## config.mk

```make
export PLATFORM = sky130hd
export DESIGN_NAME = ncl4_sync_receiver
export DESIGN_NICKNAME = d
export VERILOG_FILES = /design/src/rtl/ncl4_sync_receiver.sv
export SDC_FILE = /design/constraint.sdc
export NUM_CORES = 1
export LEC_CHECK = 0
export CAP_MARGIN = 20
export CORE_UTILIZATION = 61
export CTS_BUF_LIST = sky130_fd_sc_hd__clkbuf_2 sky130_fd_sc_hd__clkbuf_4 sky130_fd_sc_hd__clkbuf_8
export CTS_CLUSTER_SIZE = 20
export DETAILED_ROUTE_END_ITERATION = 8
export PLACE_DENSITY = 0.93
export SYNTH_ARGS = -nofsm -noshare
export SYNTH_HDL_FRONTEND = slang
export SYNTH_SLANG_ARGS = --single-unit
```

## constraint.sdc

```tcl
create_clock -name clk -period 3.3 [get_ports clk]
set_clock_uncertainty 0.05 [all_clocks]
set_input_delay 0.495 -clock clk [delete_from_list [all_inputs] [get_ports clk]]
set_output_delay 0.495 -clock clk [all_outputs]
set_load 0.005 [all_outputs]
```

## src/rtl/ncl4_sync_receiver.sv

```systemverilog
// Clocked receiver for a 1-of-4 NCL pipeline: synchronizes and qualifies rail
// wavefronts, packs decoded symbols into words, and buffers them in a ready/valid FIFO.
module ncl4_sync_receiver #(
    parameter int unsigned SYMS  = 4,
    parameter int unsigned DEPTH = 4
) (
    input  logic                     clk,
    input  logic                     init_n,
    input  logic [3:0]               rail_in,
    output logic                     rail_ack,
    output logic [2*SYMS-1:0]        out_data,
    output logic                     out_valid,
    input  logic                     out_ready,
    output logic                     sym_err,
    output logic [$clog2(DEPTH):0]   fifo_count
);

    localparam int unsigned IW = (SYMS > 1) ? $clog2(SYMS) : 1;
    localparam int unsigned PW = (DEPTH > 1) ? $clog2(DEPTH) : 1;
    localparam int unsigned WW = 2 * SYMS;

    typedef enum logic [1:0] {
        S_WAIT_DATA,
        S_CAPTURE,
        S_WAIT_NULL
    } state_t;

    state_t          r_state;
    state_t          w_next;
    logic [3:0]      r_sync1;
    logic [3:0]      r_rs;
    logic [3:0]      r_rs_prev;
    logic [3:0]      r_sym;
    logic            r_ack;
    logic            r_err;
    logic [IW-1:0]   r_idx;
    logic [WW-1:0]   r_asm;
    logic [WW-1:0]   r_mem [DEPTH];
    logic [PW-1:0]   r_wptr;
    logic [PW-1:0]   r_rptr;
    logic [PW:0]     r_count;

    logic            w_qual;
    logic            w_onehot;
    logic            w_last;
    logic            w_full;
    logic            w_pop;
    logic            w_cap;
    logic            w_push;
    logic            w_bad;
    logic [1:0]      w_dec;
    logic [WW-1:0]   w_word;

    assign w_qual    = (r_rs == r_rs_prev);
    assign w_onehot  = (r_sym != 4'b0000) && ((r_sym & (r_sym - 4'd1)) == 4'b0000);
    assign w_last    = (r_idx == IW'(SYMS - 1));
    assign w_full    = (r_count == (PW+1)'(DEPTH));
    assign w_pop     = out_valid && out_ready;

    assign rail_ack   = r_ack;
    assign sym_err    = r_err;
    assign out_valid  = (r_count != '0);
    assign out_data   = r_mem[r_rptr];
    assign fifo_count = r_count;

    always_comb begin
        w_dec = 2'd0;
        case (r_sym)
            4'b0010: w_dec = 2'd1;
            4'b0100: w_dec = 2'd2;
            4'b1000: w_dec = 2'd3;
            default: w_dec = 2'd0;
        endcase
    end

    // The pushed word must already contain the symbol being captured this cycle.
    always_comb begin
        w_word = r_asm;
        w_word[{r_idx, 1'b0} +: 2] = w_dec;
    end

    always_comb begin
        w_next = r_state;
        w_cap  = 1'b0;
        w_push = 1'b0;
        w_bad  = 1'b0;
        case (r_state)
            S_WAIT_DATA: begin
                if (w_qual && (r_rs != 4'b0000)) w_next = S_CAPTURE;
            end
            S_CAPTURE: begin
                if (!w_onehot) begin
                    w_bad  = 1'b1;
                    w_next = S_WAIT_NULL;
                end else if (!(w_last && w_full)) begin
                    w_cap  = 1'b1;
                    w_push = w_last;
                    w_next = S_WAIT_NULL;
                end
            end
            S_WAIT_NULL: begin
                if (w_qual && (r_rs == 4'b0000)) w_next = S_WAIT_DATA;
            end
            default: w_next = S_WAIT_DATA;
        endcase
    end

    always_ff @(posedge clk or negedge init_n) begin
        if (!init_n) begin
            r_sync1   <= '0;
            r_rs      <= '0;
            r_rs_prev <= '0;
            r_state   <= S_WAIT_DATA;
            r_ack     <= 1'b0;
            r_sym     <= '0;
            r_err     <= 1'b0;
            r_idx     <= '0;
            r_asm     <= '0;
        end else begin
            r_sync1   <= rail_in;
            r_rs      <= r_sync1;
            r_rs_prev <= r_rs;
            r_state   <= w_next;
            r_ack     <= (w_next == S_WAIT_NULL);
            // Latch the pattern once so a stalled capture never re-reads the rails.
            if ((r_state == S_WAIT_DATA) && (w_next == S_CAPTURE)) r_sym <= r_rs;
            if (w_bad) r_err <= 1'b1;
            if (w_cap) begin
                r_asm <= w_word;
                r_idx <= w_last ? '0 : r_idx + IW'(1);
            end
        end
    end

    always_ff @(posedge clk or negedge init_n) begin
        if (!init_n) begin
            for (int unsigned i = 0; i < DEPTH; i++) r_mem[i] <= '0;
            r_wptr  <= '0;
            r_rptr  <= '0;
            r_count <= '0;
        end else begin
            if (w_push) begin
                r_mem[r_wptr] <= w_word;
                r_wptr        <= r_wptr + PW'(1);
            end
            if (w_pop) r_rptr <= r_rptr + PW'(1);
            if (w_push && !w_pop)      r_count <= r_count + (PW+1)'(1);
            else if (w_pop && !w_push) r_count <= r_count - (PW+1)'(1);
        end
    end

endmodule

```

==> flow_summary.toml <==
[run_status]
outcome = "complete, no violations"

[clocking]
cts_hold_buf = 0
path_clk_slew_ns = 0.07
h-tree-depth = 3
cts_setup_buffers = 0
clockBufferDepth = 2
cts_tree = "yes"
cts_resized = 0
cts_root_buf = "clkbuf_8"
clock_sinks = 69
cts_buffers = 9
clk_latency_ns = 0.36

[timing]
timing.final.crit_share_pct = 81.8
rsz0062_at_grt = "no"
finalSetupViolations = 0
holdWs_ns = 0.149
period_needed_ns = 2.70
setup_tns_ns = 0
final_max_slew_viol_count = 0
hold_viol = 0
fmaxAchievable_mhz = 370
worst_pin_slew_ns = 0.734
finalWorstSetupSlack_ns = 0.599
maxSlewHeadroom_pct = 51.0

[finish]
layout-drive-gt1-share_pct = 31.5
register_area_um2 = 1730
nets = 264
area_delta_synth_final_pct = 14.4
multiInputGateArea_um2 = 1360
n_fill_cell = 307
insertedDiodeCount = 0

[route]
first_pass_iters = 4
ant_nets = 0
drtIter0Drc = 84
via_count = 1871
via_per_inst = 5.88
routed_wl_mm = 5.83
wire_per_inst_um = 18.3
drc = 0

[floorplan]
chipHeight_um = 74.2
rows = 25
die_x_um = 74.2
initial_core_util_pct = 65.2
core_area_um2 = 4880
io_pins = 21
die-area_um2 = 5510

[critical_path]
critPathSlowestCell = "dfrtp_1"
r2r_start = "r_sym[2]"
crit_arrival_ns = 2.16
r2r_end = "fifo_count[2]"
crit_chain = "mux4_2 -> clkdlybuf4s50_1"
critPathMaxFanout = 10
slowest_delay_ns = 0.75
reg2reg_depth = 10
cp-startpoint = "r_rptr[0]"
critical-path-top-delay-family = "flip-flops"
critPathLaunchType = "flip-flop"
critPathKind = "reg -> out"
worst-r2r-setup-slack_ns = 0.61
cp_num_buf_inv = 1
cp_data_required_time_ns = 2.75
worst_setup_path_end_kind = "output pin"

[logic_synthesis]
synth.yosys.seq_area_share_pct = 54.3
netlist_area_um2 = 3180
synth_top_area_cell = "dfrtp_1"
ys_top_cells_by_area = "dfrtp_1 54%, mux2_2 13%, mux4_2 5.7%"
synth.distinct_cells = 34
avgSynthCellArea_um2 = 14.6
yosysWarningCount = 0
ys_ff_latch = 69
netlist_instances = 218
synth_nets = 236
synth_top_cell_area_share_pct = 54.3

[placement]
dp_hpwl_mm = 3.79
place.gp.congestion = 0.827
dpl_worst_slack_ns = 0.656
io_buffers = 20

[global_routing]
grt_overflow = 0
use_met2_pct = 39.0
antenna_found_initial = 0
grt_use_total_pct = 25.2
grt_max_degree = 38
met1_usage_pct = 32.2
grt_pass1_vias = 1976
busiest_layer = "met2"
gr-usage-met3_pct = 10.2
grt_pass1_wl_mm = 9.74

[pwr]
p_clk_share_pct = 28.1
power.switching_uw = 733
seqPwrFrac_pct = 47.8
powerDensity_nw_per_um2 = 637
p_int_uw = 1590
total_leakage_power_uw = 0.00169
ir_worst_vdd_mv = 0.426
switching_share_pct = 31.6
p_comb_share_pct = 24.1

[hold_path]
worstHoldPathType = "in -> async"

[run]
drv_cap = 0
power groups by stage:
| stage | Combinational [µW] | Sequential, µW | Clock [µW] |
|---|---|---|---|
| after floorplan | 459 | 1040 | 0 |
| after global placement | 529 | 1120 | 0 |
| after detailed placement | 548 | 1120 | 0 |
| after CTS | 561 | 1110 | 654 |
| after global routing | 611 | 1130 | 693 |
| final | 558 | 1110 | 651 |
final cells by class:
cell class              instances  share of cell area [%]
multi-input cells             128                    37.3
repair buffers                 23                    6.32
clock buffers                  15                    4.98
inverters                      15                    1.55
well taps                      67                    2.30
flip-flops and latches         69                    47.4
clock inverters                 1                   0.137
state kept, by name, summed over array words and instances, names as in the netlist, 3 cells and up:
| register | flops |
|---|---|
| r_mem | 32 |
| r_sync1 | 4 |
| r_asm | 8 |
| fifo_count | 3 |
| r_rs | 4 |
| r_rs_prev | 4 |
| r_sym | 4 |
how the worst max path moves through the flow:
stage                               end  slack [ns]  cells past startpoint
after floorplan           fifo_count[2]        0.99                     11
after global placement    fifo_count[2]        0.74                     10
after detailed placement  fifo_count[2]        0.66                     10
after CTS                   out_data[6]        0.57                      2
after global routing      fifo_count[2]        0.42                     10
final                       out_data[6]        0.60                      2
cell usage after synthesis:
cell	count
o2111ai_1	1
xor2_1	4
nand4_4	4
nor4_1	1
mux2_1	2
nor2b_1	2
o21ai_0	2
mux2_4	9
nand2b_1	2
ha_1	10
nor3b_1	1
a211o_1	1
xnor2_1	8
nand2_1	5
buf_2	3
nand3_1	3
and2_1	1
nand4_1	2
nor4b_1	2
or2_2	1
mux4_2	8
o211ai_1	2
and3_4	1
nand4b_1	1
inv_1	15
buf_6	2
fa_1	1
or3_1	3
buf_1	1
mux2_2	36
nor3_1	3
nor2_1	3
dfrtp_1	69
o22ai_1	9
cell families (layout without fill, tap and decap cells):
family	count (synthesis)	count (layout)	synth area share (%)
flip-flops	69	69	54.3
multiplexers	55	55	23.4
AND/OR/NAND/NOR	35	35	8.34
buffers and inverters	21	54	3.07
AO/OA/AOI/OAI	15	15	3.11
XOR/XNOR	12	12	3.30
adder cells (fa/ha/maj)	11	11	4.56
metrics by stage:
step | area (µm²) | power (µW) | util, % | std cells
2_1_floorplan | 3180 | 1500 | - | 218
3_3_place_gp | 3450 | 1650 | 70.8 | 302
3_5_place_dp | 3450 | 1670 | 70.8 | 302
4_1_cts | 3640 | 2320 | 74.6 | 318
5_1_grt | 3640 | 2440 | 74.6 | 318
6_report | 3640 | 2320 | 74.6 | 318
cells in the final DEF (no fill, tap or decap), types with 3 or more instances in the layout:
master,Yosys,routed
clkbuf_4,0,4
clkbuf_8,0,11
clkdlybuf4s50_1,0,19
dfrtp_1,69,69
ha_1,10,10
inv_1,15,15
mux2_2,36,36
mux2_4,9,9
mux4_2,8,8
nand2_1,5,5
nand3_1,3,3
nand4_4,4,4
nor2_1,3,3
nor3_1,3,3
o22ai_1,9,9
or3_1,3,3
xnor2_1,8,8
xor2_1,4,4
layer usage:
| layer | share of wire (%) | vias up | routed length [µm] |
|---|---|---|---|
| met2 | 49 | 48 | 2870 |
| li1 | - | 844 | - |
| met4 | 1.9 | 0 | 111 |
| met3 | 5.0 | 10 | 294 |
| met5 | 0 | - | 0 |
| met1 | 44 | 969 | 2550 |
(Power assumes the default switching activity.)
